### src/rtl/sync_fifo_param_if.sv
// Handshake and status bundle for sync_fifo_param.
// The FIFO connects through the slave modport; producers and consumers use master.
interface sync_fifo_param_if #(
  parameter int unsigned DATA_WIDTH = 8,
  parameter int unsigned DEPTH      = 8
);
  localparam int unsigned CW = $clog2(DEPTH + 1);

  logic                  wr_en;
  logic [DATA_WIDTH-1:0] din;
  logic                  rd_en;
  logic                  err_clr;
  logic [DATA_WIDTH-1:0] dout;
  logic                  full;
  logic                  empty;
  logic                  almost_full;
  logic                  almost_empty;
  logic [CW-1:0]         count;
  logic                  overflow;
  logic                  underflow;

  modport master (
    output wr_en, din, rd_en, err_clr,
    input  dout, full, empty, almost_full, almost_empty, count, overflow, underflow
  );

  modport slave (
    input  wr_en, din, rd_en, err_clr,
    output dout, full, empty, almost_full, almost_empty, count, overflow, underflow
  );
endinterface

### src/rtl/sync_fifo_param.sv
// Single-clock FIFO with arbitrary depth, registered or fall-through read,
// programmable almost-full/empty thresholds, occupancy count and sticky error flags.
module sync_fifo_param #(
  parameter int unsigned DATA_WIDTH = 8,
  parameter int unsigned DEPTH      = 8,
  parameter int unsigned FWFT       = 0,
  parameter int unsigned AF_THRESH  = DEPTH - 1,
  parameter int unsigned AE_THRESH  = 1
) (
  input logic              clk,
  input logic              rst,
  sync_fifo_param_if.slave bus
);
  localparam int unsigned CW = $clog2(DEPTH + 1);
  localparam int unsigned PW = $clog2(DEPTH);

  localparam logic [CW-1:0] DEPTH_C = CW'(DEPTH);
  localparam logic [CW-1:0] AF_C    = CW'(AF_THRESH);
  localparam logic [CW-1:0] AE_C    = CW'(AE_THRESH);
  localparam logic [PW-1:0] LAST_C  = PW'(DEPTH - 1);
  localparam logic          AF_RST  = (AF_THRESH == 0) ? 1'b1 : 1'b0;

  logic [DATA_WIDTH-1:0] mem_q [DEPTH];

  logic [PW-1:0]         wr_ptr_q, wr_ptr_d;
  logic [PW-1:0]         rd_ptr_q, rd_ptr_d;
  logic [CW-1:0]         count_q, count_d;
  logic [DATA_WIDTH-1:0] dout_q, dout_d;
  logic                  full_q, full_d;
  logic                  empty_q, empty_d;
  logic                  af_q, af_d;
  logic                  ae_q, ae_d;
  logic                  ovf_q, ovf_d;
  logic                  unf_q, unf_d;
  logic                  wr_acc_c;
  logic                  rd_acc_c;

  // Wrap by explicit compare so non-power-of-two depths work.
  function automatic logic [PW-1:0] next_ptr(input logic [PW-1:0] p);
    return (p == LAST_C) ? '0 : p + PW'(1);
  endfunction

  // Next-state for pointers, occupancy, flags, error bits and read data.
  always_comb begin
    wr_acc_c = bus.wr_en && !full_q;
    rd_acc_c = bus.rd_en && !empty_q;
    wr_ptr_d = wr_ptr_q;
    rd_ptr_d = rd_ptr_q;
    count_d  = count_q;
    dout_d   = dout_q;
    ovf_d    = ovf_q;
    unf_d    = unf_q;

    if (wr_acc_c) wr_ptr_d = next_ptr(wr_ptr_q);
    if (rd_acc_c) rd_ptr_d = next_ptr(rd_ptr_q);

    case ({wr_acc_c, rd_acc_c})
      2'b10:   count_d = count_q + CW'(1);
      2'b01:   count_d = count_q - CW'(1);
      default: count_d = count_q;
    endcase

    full_d  = (count_d == DEPTH_C);
    empty_d = (count_d == '0);
    af_d    = (count_d >= AF_C);
    ae_d    = (count_d <= AE_C);

    // A new error in the same cycle as err_clr keeps the flag set.
    if (bus.err_clr)            ovf_d = 1'b0;
    if (bus.wr_en && full_q)    ovf_d = 1'b1;
    if (bus.err_clr)            unf_d = 1'b0;
    if (bus.rd_en && empty_q)   unf_d = 1'b1;

    // Fall-through presents the post-edge head; a word written into the head slot
    // this cycle is forwarded from din since it is not yet in memory.
    if (FWFT != 0) begin
      if (count_d == '0)                           dout_d = '0;
      else if (wr_acc_c && (wr_ptr_q == rd_ptr_d)) dout_d = bus.din;
      else                                         dout_d = mem_q[rd_ptr_d];
    end else if (rd_acc_c) begin
      dout_d = mem_q[rd_ptr_q];
    end
  end

  // Control and status registers.
  always_ff @(posedge clk or negedge rst) begin
    if (!rst) begin
      wr_ptr_q <= '0;
      rd_ptr_q <= '0;
      count_q  <= '0;
      dout_q   <= '0;
      full_q   <= 1'b0;
      empty_q  <= 1'b1;
      af_q     <= AF_RST;
      ae_q     <= 1'b1;
      ovf_q    <= 1'b0;
      unf_q    <= 1'b0;
    end else begin
      wr_ptr_q <= wr_ptr_d;
      rd_ptr_q <= rd_ptr_d;
      count_q  <= count_d;
      dout_q   <= dout_d;
      full_q   <= full_d;
      empty_q  <= empty_d;
      af_q     <= af_d;
      ae_q     <= ae_d;
      ovf_q    <= ovf_d;
      unf_q    <= unf_d;
    end
  end

  // Storage is not reset.
  always_ff @(posedge clk) begin
    if (wr_acc_c) mem_q[wr_ptr_q] <= bus.din;
  end

  assign bus.dout         = dout_q;
  assign bus.full         = full_q;
  assign bus.empty        = empty_q;
  assign bus.almost_full  = af_q;
  assign bus.almost_empty = ae_q;
  assign bus.count        = count_q;
  assign bus.overflow     = ovf_q;
  assign bus.underflow    = unf_q;
endmodule
### src/flat_wrapper.sv
// flat-port wrapper written by rule: the top's interface ports become plain ports
module sync_fifo_param_flat 
#(
  parameter int unsigned DATA_WIDTH = 8,
  parameter int unsigned DEPTH      = 8,
  parameter int unsigned FWFT       = 0,
  parameter int unsigned AF_THRESH  = DEPTH - 1,
  parameter int unsigned AE_THRESH  = 1
)
  (clk, rst, bus_wr_en, bus_din, bus_rd_en, bus_err_clr, bus_dout, bus_full, bus_empty, bus_almost_full, bus_almost_empty, bus_count, bus_overflow, bus_underflow);
  sync_fifo_param_if #(.DATA_WIDTH(DATA_WIDTH), .DEPTH(DEPTH)) bus_i ();
  input logic clk;
  input logic rst;
  input wire logic [$bits(bus_i.wr_en)-1:0] bus_wr_en;
  input wire logic [$bits(bus_i.din)-1:0] bus_din;
  input wire logic [$bits(bus_i.rd_en)-1:0] bus_rd_en;
  input wire logic [$bits(bus_i.err_clr)-1:0] bus_err_clr;
  output wire logic [$bits(bus_i.dout)-1:0] bus_dout;
  output wire logic [$bits(bus_i.full)-1:0] bus_full;
  output wire logic [$bits(bus_i.empty)-1:0] bus_empty;
  output wire logic [$bits(bus_i.almost_full)-1:0] bus_almost_full;
  output wire logic [$bits(bus_i.almost_empty)-1:0] bus_almost_empty;
  output wire logic [$bits(bus_i.count)-1:0] bus_count;
  output wire logic [$bits(bus_i.overflow)-1:0] bus_overflow;
  output wire logic [$bits(bus_i.underflow)-1:0] bus_underflow;
  assign bus_i.wr_en = bus_wr_en;
  assign bus_i.din = bus_din;
  assign bus_i.rd_en = bus_rd_en;
  assign bus_i.err_clr = bus_err_clr;
  assign bus_dout = bus_i.dout;
  assign bus_full = bus_i.full;
  assign bus_empty = bus_i.empty;
  assign bus_almost_full = bus_i.almost_full;
  assign bus_almost_empty = bus_i.almost_empty;
  assign bus_count = bus_i.count;
  assign bus_overflow = bus_i.overflow;
  assign bus_underflow = bus_i.underflow;
  sync_fifo_param #(.DATA_WIDTH(DATA_WIDTH), .DEPTH(DEPTH), .FWFT(FWFT), .AF_THRESH(AF_THRESH), .AE_THRESH(AE_THRESH)) u_core (.clk(clk), .rst(rst), .bus(bus_i));
endmodule
### config.mk
export PLATFORM = sky130hd
export DESIGN_NAME = sync_fifo_param_flat
export DESIGN_NICKNAME = d
export VERILOG_FILES = /design/src/rtl/sync_fifo_param_if.sv /design/src/rtl/sync_fifo_param.sv /design/src/flat_wrapper.sv
export SDC_FILE = /design/constraint.sdc
export NUM_CORES = 1
export LEC_CHECK = 0
export CORE_MARGIN = 8
export CORE_UTILIZATION = 46
export DETAILED_ROUTE_END_ITERATION = 10
export PLACE_DENSITY = 0.77
export REMOVE_ABC_BUFFERS = 1
export SYNTH_ARGS = -nofsm -noshare
export SYNTH_HDL_FRONTEND = slang
export SYNTH_SLANG_ARGS = --single-unit
### constraint.sdc
create_clock -name clk -period 4.85 [get_ports clk]
set_input_delay 0.485 -clock clk [delete_from_list [all_inputs] [get_ports clk]]
set_output_delay 0.485 -clock clk [all_outputs]
set_load 0.01 [all_outputs]
### Word level (Yosys, flattened, before mapping)

Memories as Yosys holds them, arrays and structs flattened. A register that Yosys moved wholly into a read port is not among the register bits.
Index checks and enable logic that the tools add are counted.

* register bits after elaboration: 16
* output and inout port bits: 18
* bits in writable memories: 64
* logic and storage cells: 39
* memories: 1
* input bits: 13

* $lt $le $gt $ge: 2
* add/sub/neg operators: 4
* muxes and demuxes: 8
* eq/ne operators: 5
* reductions and logical operators: 10

Memory list
* u_core.mem_q: words 8, width 8, rd ports 1, clocked after memory_dff 1, write ports 1, RTL line sync_fifo_param.sv:23 `logic [DATA_WIDTH-1:0] mem_q [DEPTH];`

Operator list (count)
* $pmux 4 s2: 1
* $add 3x1->3 const B: 2
* $eq 3x3->1 const B: 2
* $mux 3: 2
* $mux 1: 5
* $add 4x1->4 const B: 1
* $eq 4x4->1 const B: 1
* $ge 4x3->1 const B: 1
* $le 4x1->1 const B: 1
* $logic_and 1x1->1: 4
* $logic_not 4->1: 1
* $reduce_bool 2->1: 2
* $sub 4x1->4 const B: 1
* $logic_not 1->1: 3
* $eq 2x1->1 const B: 1
* $eq 2x2->1 const B: 1

### Depth between registers and ports, before layout

Gate-level depths: netlist of run 1.

* word-level depth: 5
* depth in mapped cells: 11
* gate-level depth less buffers: 10

### Worst setup path after synthesis of run 1

OpenSTA, ideal clock, no wires.

* path type: input port to flip-flop
* from: in bus_wr_en
* to: reg u_core.af_q, in the netlist u_core.bus.almost_full
* required time: 4.719 ns
* library setup time: 0.131 ns
* cell stages on the path: 8
* buffers on the path: 1
* setup slack: 2.568 ns
* data arrival time: 2.151 ns
* cell sequence: nor2b_1 > inv_1 > buf_2 > ha_1 > or3_4 > a211oi_4 > nor3_1 > or3_1

* word-level cells in the longest chain between the ends: 4
* elaborated cells on any way between the ends: 5
* those cells by class: order compare: 1; eq/ne: 2; mux: 1; reduce/logical: 1

Ends and longest elaborated chain
* start: declaration: RTL line flat_wrapper.sv:14 `input wire logic [$bits(bus_i.wr_en)-1:0] bus_wr_en;`
* $logic_and 1x1->1 (*): RTL line sync_fifo_param.sv:45 `wr_acc_c = bus.wr_en && !full_q;`
* $eq 2x1->1 or $eq 2x2->1 (tied branches): RTL line sync_fifo_param.sv:57 `case ({wr_acc_c, rd_acc_c})`
* $pmux 4 s2 (*): RTL line sync_fifo_param.sv:57
* $ge 4x3->1 (*): RTL line sync_fifo_param.sv:65 `af_d = (count_d >= AF_C);`
* via u_core.af_d: RTL line sync_fifo_param.sv:31 `logic af_q, af_d;`
* end signal: assignment: RTL line sync_fifo_param.sv:94 `af_q <= AF_RST;`
* end signal: assignment: RTL line sync_fifo_param.sv:105 `af_q <= af_d;`
* end: declaration: RTL line sync_fifo_param.sv:31

The timed path passes the listed nets; every way through them passes the cells marked *.
A chain may end at the register's enable or synchronous reset.

### Worst setup path in the final report of run 1

* from: in bus_wr_en
* to: reg u_core.empty_q, in the netlist u_core.bus.empty

* word-level cells in the longest chain between the ends: 4
* elaborated cells on any way between the ends: 5
* those cells by class: eq/ne: 2; mux: 1; reduce/logical: 2

Ends and longest elaborated chain
* $logic_and 1x1->1 (*): RTL line sync_fifo_param.sv:45
* $eq 2x1->1 or $eq 2x2->1 (tied branches): RTL line sync_fifo_param.sv:57
* $pmux 4 s2 (*): RTL line sync_fifo_param.sv:57
* $logic_not 4->1 (*): RTL line sync_fifo_param.sv:64 `empty_d = (count_d == '0);`
* via u_core.empty_d: RTL line sync_fifo_param.sv:30 `logic empty_q, empty_d;`
* end signal: assignment: RTL line sync_fifo_param.sv:104 `empty_q <= empty_d;`
* end: declaration: RTL line sync_fifo_param.sv:30

Marks and branches as above.

==> impl_metrics.tcl, run 1 <==
set metrics [dict create \
    required_ns 5.13 \
    area_delta_synth_final_pct 16.3 \
    via_count 2116 \
    grt_first_pass_wirelength_um 10900 \
    finalHoldViolations 0 \
    postRouteAntennaNets 0 \
    fin_crit_sh_pct 67.2 \
    max_freq_mhz 307 \
    power_frac_clock_pct 21.8 \
    drive_gt1_share_pct 14.4 \
    cts_max_path_buffers 2 \
    drc 0 \
    hold_class "in -> async" \
    setup.worst_path.start "bus_wr_en" \
    reg2reg_from "u_core.bus.full" \
    fin_hold_ws_ns 0.478 \
    via_per_inst 5.52 \
    grt_pass1_vias 2132 \
    relSlewSlack_pct 26.0 \
    path_max_fanout 11 \
    grt_start_max_net_pins 28 \
    reg2regPathDepth 10 \
    fillCellCount 655 \
    dr.pass1.iters 4 \
    final_common_cell "edfxtp_1" \
    combPwrFrac_pct 32.2 \
    leakage_nw 1.52 \
    cp_top_family "simple AND/OR/NAND/NOR gates" \
    ys_seq_elements 88 \
    yosys-top-cells-area "edfxtp_1 (52%), dfrtp_1 (15%), mux4_2 (9.7%)" \
    design.core.area_mm2 0.00805 \
    finalSetupViolations 0 \
    cts.clk_slew.worst_paths_ns 0.09 \
    htreeDepth 3 \
    synth_fa_ha_area_share_pct 2.01 \
    port_buffers 30 \
    irDropWorstVdd_v 0.000235 \
    slew_violations 0 \
    period_needed_ns 3.26 \
    slowest_delay_ns 0.58 \
    start_util_pct 46.3 \
    synth_compound_area_share_pct 6.24 \
    antenna_found_initial 0 \
    syn_area_per_cell_um2 15.3 \
    worstMarginPinSlew_ns 1.11 \
    muxShareOfSynthArea_pct 12.1 \
    fp.dieW_um 106 \
    cap_violations 0 \
    rows 33 \
    netSwitchingFraction_pct 32.8 \
    cts_buffers 9 \
    cp-end-kind "flop" \
    synth_top_area_cell "edfxtp_1" \
    start_kind "input pin" \
    layout_common_cells "edfxtp_1 (64), clkdlybuf4s50_1 (30), nand2_1 (28), dfrtp_1 (22), mux4_2 (16)" \
    fin_worst_skew_ns 0.00890 \
    yosysUniqueCellTypes 41 \
    nets 293 \
    cts.sinks 88 \
    synth_top_area_share_pct 51.6 \
    post_cts_buffers 0 \
    dieArea_mm2 0.0112 \
    finalSetupTns_ns 0 \
    p_per_area_mw_per_mm2 587 \
    pin_count 31 \
    routed_wl_um 6880 \
    hpwl_um 4430 \
    critPathArrivalTime_ns 3.54 \
    ys_seq_area_share_pct 67.7 \
    seqCellArea_mm2 0.00252 \
    crit_chain "clkdlybuf4s50_1 > nor2b_1 > inv_1 > nand2_1 > xnor2_1 > ha_1 > a21oi_1 > a21boi_0 > or4_1 > nand3_1 > a41oi_1" \
    num_antenna_cells 0 \
    gp_congestion 0.831 \
    ff2ff_setup_slack_ns 1.81 \
    hold_buffers 0 \
    synth_area_mm2 0.00373 \
    ys_warn_count 0 \
    cts.repair.resized 0 \
    clock_latency_ns 0.36 \
    syn_inst 243 \
    intPower_mw 1.71 \
    grt.overflow.total 0 \
    p_seq_share_pct 46.0 \
    synth_top_family_by_area "multiplexers" \
    crit_buf_inv 2 \
    crit_slowest_cell "nor2b_1" \
    cts_tree "yes" \
    die_h_um 106 \
    clockRootBuffer "clkbuf_8" \
    multi_input_area_mm2 0.00111 \
    drt_iter0_markers 140 \
    track_usage_pct 12.7 \
    synth-simple-area-share_pct 9.06 \
    synth_xor_area_share_pct 0.470 \
    rr_endpoint "u_core.bus.empty" \
    path_class "in -> reg" \
    net-switching-power_uw 836 \
    avgRoutedWirePerCell_um 18.0 \
    status "finished clean" \
    rsz0062_at_grt "no" \
]
-- cell usage after synthesis, drive strengths merged --
cell / count
nor3b: 1
o21ai: 15
nand2b: 5
mux4: 16
edfxtp: 64
mux2i: 9
dfrtp: 22
dfstp: 2
a32o: 1
or4: 1
nand4b: 1
a211oi: 2
or3: 5
nand3: 2
ha: 6
nor2b: 3
clkbuf: 5
xnor2: 2
nand2: 28
a21o: 2
o21a: 2
nor2: 8
inv: 7
buf: 8
a31oi: 3
a21oi: 3
o2111ai: 1
nand4: 2
o31ai: 1
a41oi: 1
a21boi: 2
nor3: 8
o31a: 1
nand3b: 3
o211ai: 1
-- registers in the layout, indices dropped and copies added, names as in the netlist --
signal / cells
u_core.mem_q: 64
u_core.bus.dout: 8
u_core.bus.count: 4
u_core.rd_ptr_q: 3
u_core.wr_ptr_q: 3
u_core.bus.almost_empty: 1
u_core.bus.almost_full: 1
u_core.bus.empty: 1
u_core.bus.full: 1
u_core.bus.overflow: 1
u_core.bus.underflow: 1
-- cells by family after synthesis --
family / count (synthesis)
buffers and inverters: 20
multiplexers: 25
flip-flops: 88
XOR/XNOR: 2
AND/OR/NAND/NOR: 67
AO/OA/AOI/OAI: 35
adder cells (fa/ha/maj): 6
-- area by class of cell --
class | instances | share of cell area, %
sequential | 88 | 58.2
tap | 105 | 3.03
timing repair buffer | 33 | 7.45
clock buffer | 9 | 2.86
multi-input combinational | 135 | 25.7
clock inverter | 6 | 2.14
inverter | 7 | 0.606
-- power groups by stage --
| stage | Sequential (mW) | Clock, mW | Combinational [mW] |
|---|---|---|---|
| final | 1.17 | 0.555 | 0.820 |
| after floorplan | 1.17 | 0 | 0.502 |
| after CTS | 1.18 | 0.563 | 0.827 |
| after global placement | 1.18 | 0 | 0.796 |
| after global routing | 1.20 | 0.590 | 0.895 |
| after detailed placement | 1.19 | 0 | 0.821 |
-- worst max path at each step --
stage                                   endpoint  slack, ns  cells after the start
after floorplan           u_core.bus.almost_full       2.16                      7
final                           u_core.bus.empty       1.59                     11
after global routing             u_core.bus.full       1.31                      8
after detailed placement         u_core.bus.full       1.26                      8
after global placement    u_core.bus.almost_full       1.31                      8
after CTS                        u_core.bus.full       1.63                      8
-- per-stage QoR --
step                      util, %  cells  cell area [µm²]  setup slack (ns)  total power [mW]
after CTS                    53.8    383             4340              1.63              2.57
after floorplan                 -    230             3660              2.16              1.67
after detailed placement     51.2    368             4120              1.26              2.01
final                        53.8    383             4340              1.59              2.55
after global routing         53.8    383             4340              1.31              2.69
after global placement       51.2    368             4120              1.31              1.98
-- per-layer routing --
metal | share of wire, % | vias to the layer above | GRT usage, %
met3 | 4.5 | 13 | 2.60
met1 | 44 | 1067 | 15.9
met4 | 2.3 | 0 | 6.83
li1 | - | 984 | -
met5 | 0 | - | 0
met2 | 50 | 52 | 20.2
No activity file was read; power rests on OpenSTA's default activity.
==> run 2: changes to the inputs <==
==> constraint.sdc (replaced) <==
create_clock -name clk -period 3.35 [get_ports clk]
set_input_delay 0.335 -clock clk [delete_from_list [all_inputs] [get_ports clk]]
set_output_delay 0.335 -clock clk [all_outputs]
set_load 0.01 [all_outputs]
==> impl_metrics.tcl, run 2 (synthesis gave the netlist of run 1 again) <==
set metrics [dict create \
    area_delta_synth_final_pct 17.6 \
    routed_wl_um 6700 \
    pin_count 31 \
    finalSetupTns_ns 0 \
    via_per_inst 5.44 \
    dp.cells 376 \
    path_class "reg -> reg" \
    grt_pass1_vias 2068 \
    num_antenna_cells 0 \
    rows 33 \
    hpwl_um 4550 \
    postRouteAntennaNets 0 \
    largest_reg_flops 64 \
    grt.overflow.total 0 \
    drt_iter0_markers 153 \
    irDropWorstVdd_v 0.000466 \
    cts_tree "yes" \
    max_freq_mhz 382 \
    required_ns 3.62 \
    worstMarginPinSlew_ns 1.10 \
    p_per_area_mw_per_mm2 830 \
    start_kind "flop" \
    nets 301 \
    cts.sinks 88 \
    period_needed_ns 2.62 \
    hold_class "reg -> reg" \
    grt_first_pass_wirelength_um 10700 \
    avgRoutedWirePerCell_um 17.1 \
    track_usage_pct 12.3 \
    fillCellCount 653 \
    antenna_found_initial 0 \
    grt_start_max_net_pins 28 \
    final_common_cell "edfxtp_1" \
    slew_violations 0 \
    cts_buffers 9 \
    leakage_nw 1.56 \
    hold_buffers 0 \
    finalHoldViolations 0 \
    cts.repair.resized 0 \
    path_max_fanout 27 \
    relSlewSlack_pct 26.3 \
    finalPower_mw 3.64 \
    cp-end-kind "flop" \
    start_util_pct 46.3 \
    cts.clk_slew.worst_paths_ns 0.09 \
    drive_gt1_share_pct 16.7 \
    die_h_um 106 \
    fp.dieW_um 106 \
    cts_max_path_buffers 2 \
    post_cts_buffers 0 \
    rsz0062_at_grt "no" \
    finalSetupViolations 0 \
    min_from "u_core.bus.dout[2]" \
    layout_common_cells "edfxtp_1 (64), clkdlybuf4s50_1 (30), nand2_1 (28), dfrtp_1 (22), mux4_2 (16)" \
    top_register "u_core.mem_q" \
    gp_congestion 0.828 \
    cap_violations 0 \
    clockRootBuffer "clkbuf_8" \
    clock_latency_ns 0.35 \
    reg2reg_from "u_core.bus.empty" \
    stdcell_count 392 \
    dr.pass1.iters 4 \
    status "finished clean" \
    drc 0 \
    critPathArrivalTime_ns 2.89 \
    dieArea_mm2 0.0112 \
    htreeDepth 3 \
    via_count 2133 \
    design.core.area_mm2 0.00805 \
    port_buffers 30 \
    setup.worst_path.start "u_core.bus.empty" \
    fin_crit_sh_pct 78.2 \
    fin_worst_skew_ns 0.00968 \
]
[run 2: area by class of cell]
cell class / count / area [µm²] / share of cell area [%]
clock buffer: 9 / 124 / 2.83
clock inverter: 7 / 78.8 / 1.80
inverter: 7 / 26.3 / 0.600
multi-input combinational: 135 / 1110 / 25.4
sequential: 88 / 2520 / 57.6
tap: 105 / 131 / 3.00
timing repair buffer: 41 / 383 / 8.74
[run 2: final timing paths]
kind / to / slack (ns) / cells past startpoint
max in group asynchronous: u_core.bus.dout[5] / 2.11 / 1
max reg2reg: u_core.bus.empty / 0.73 / 10
max: u_core.bus.empty / 0.73 / 10
min in group asynchronous: u_core.bus.count[1] / 0.57 / 1
min: u_core.bus.dout[2] / 0.48 / 2
min reg2reg: u_core.bus.dout[2] / 0.48 / 2
[run 2: metal layers]
layer	track usage [%]	share of wire, %
met3	3.21	4.1
met1	15.0	44
met4	5.23	1.4
met5	0	0
met2	20.5	50
[run 2: worst max-delay path: stages (launching register included)]
cell and delay (ns):
dfstp_2 0.55, nand2b_4 0.29, inv_2 0.14, nand2_1 0.13
xnor2_1 0.08, ha_1 0.18, a21oi_1 0.20, a21boi_0 0.44
or4_1 0.21, nand3_1 0.10, a41oi_1 0.21
[run 2: stage by stage]
step	utilization [%]	hold slack (ns)	worst slack (ns)	area (µm²)
6_report	54.4	0.485	0.729	4380
5_1_grt	54.4	0.515	0.528	4380
4_1_cts	54.4	0.493	0.751	4380
3_5_place_dp	51.9	0.474	0.435	4180
3_3_place_gp	51.9	0.461	0.546	4180
2_1_floorplan	-	0.0394	0.733	3660
[run 2: report_power, final]
part           internal, mW  switching [mW]  total, mW  leakage, nW
clock network         0.352           0.383      0.735       0.0994
registers              1.43           0.217       1.64        0.874
logic                 0.653           0.608       1.26        0.586
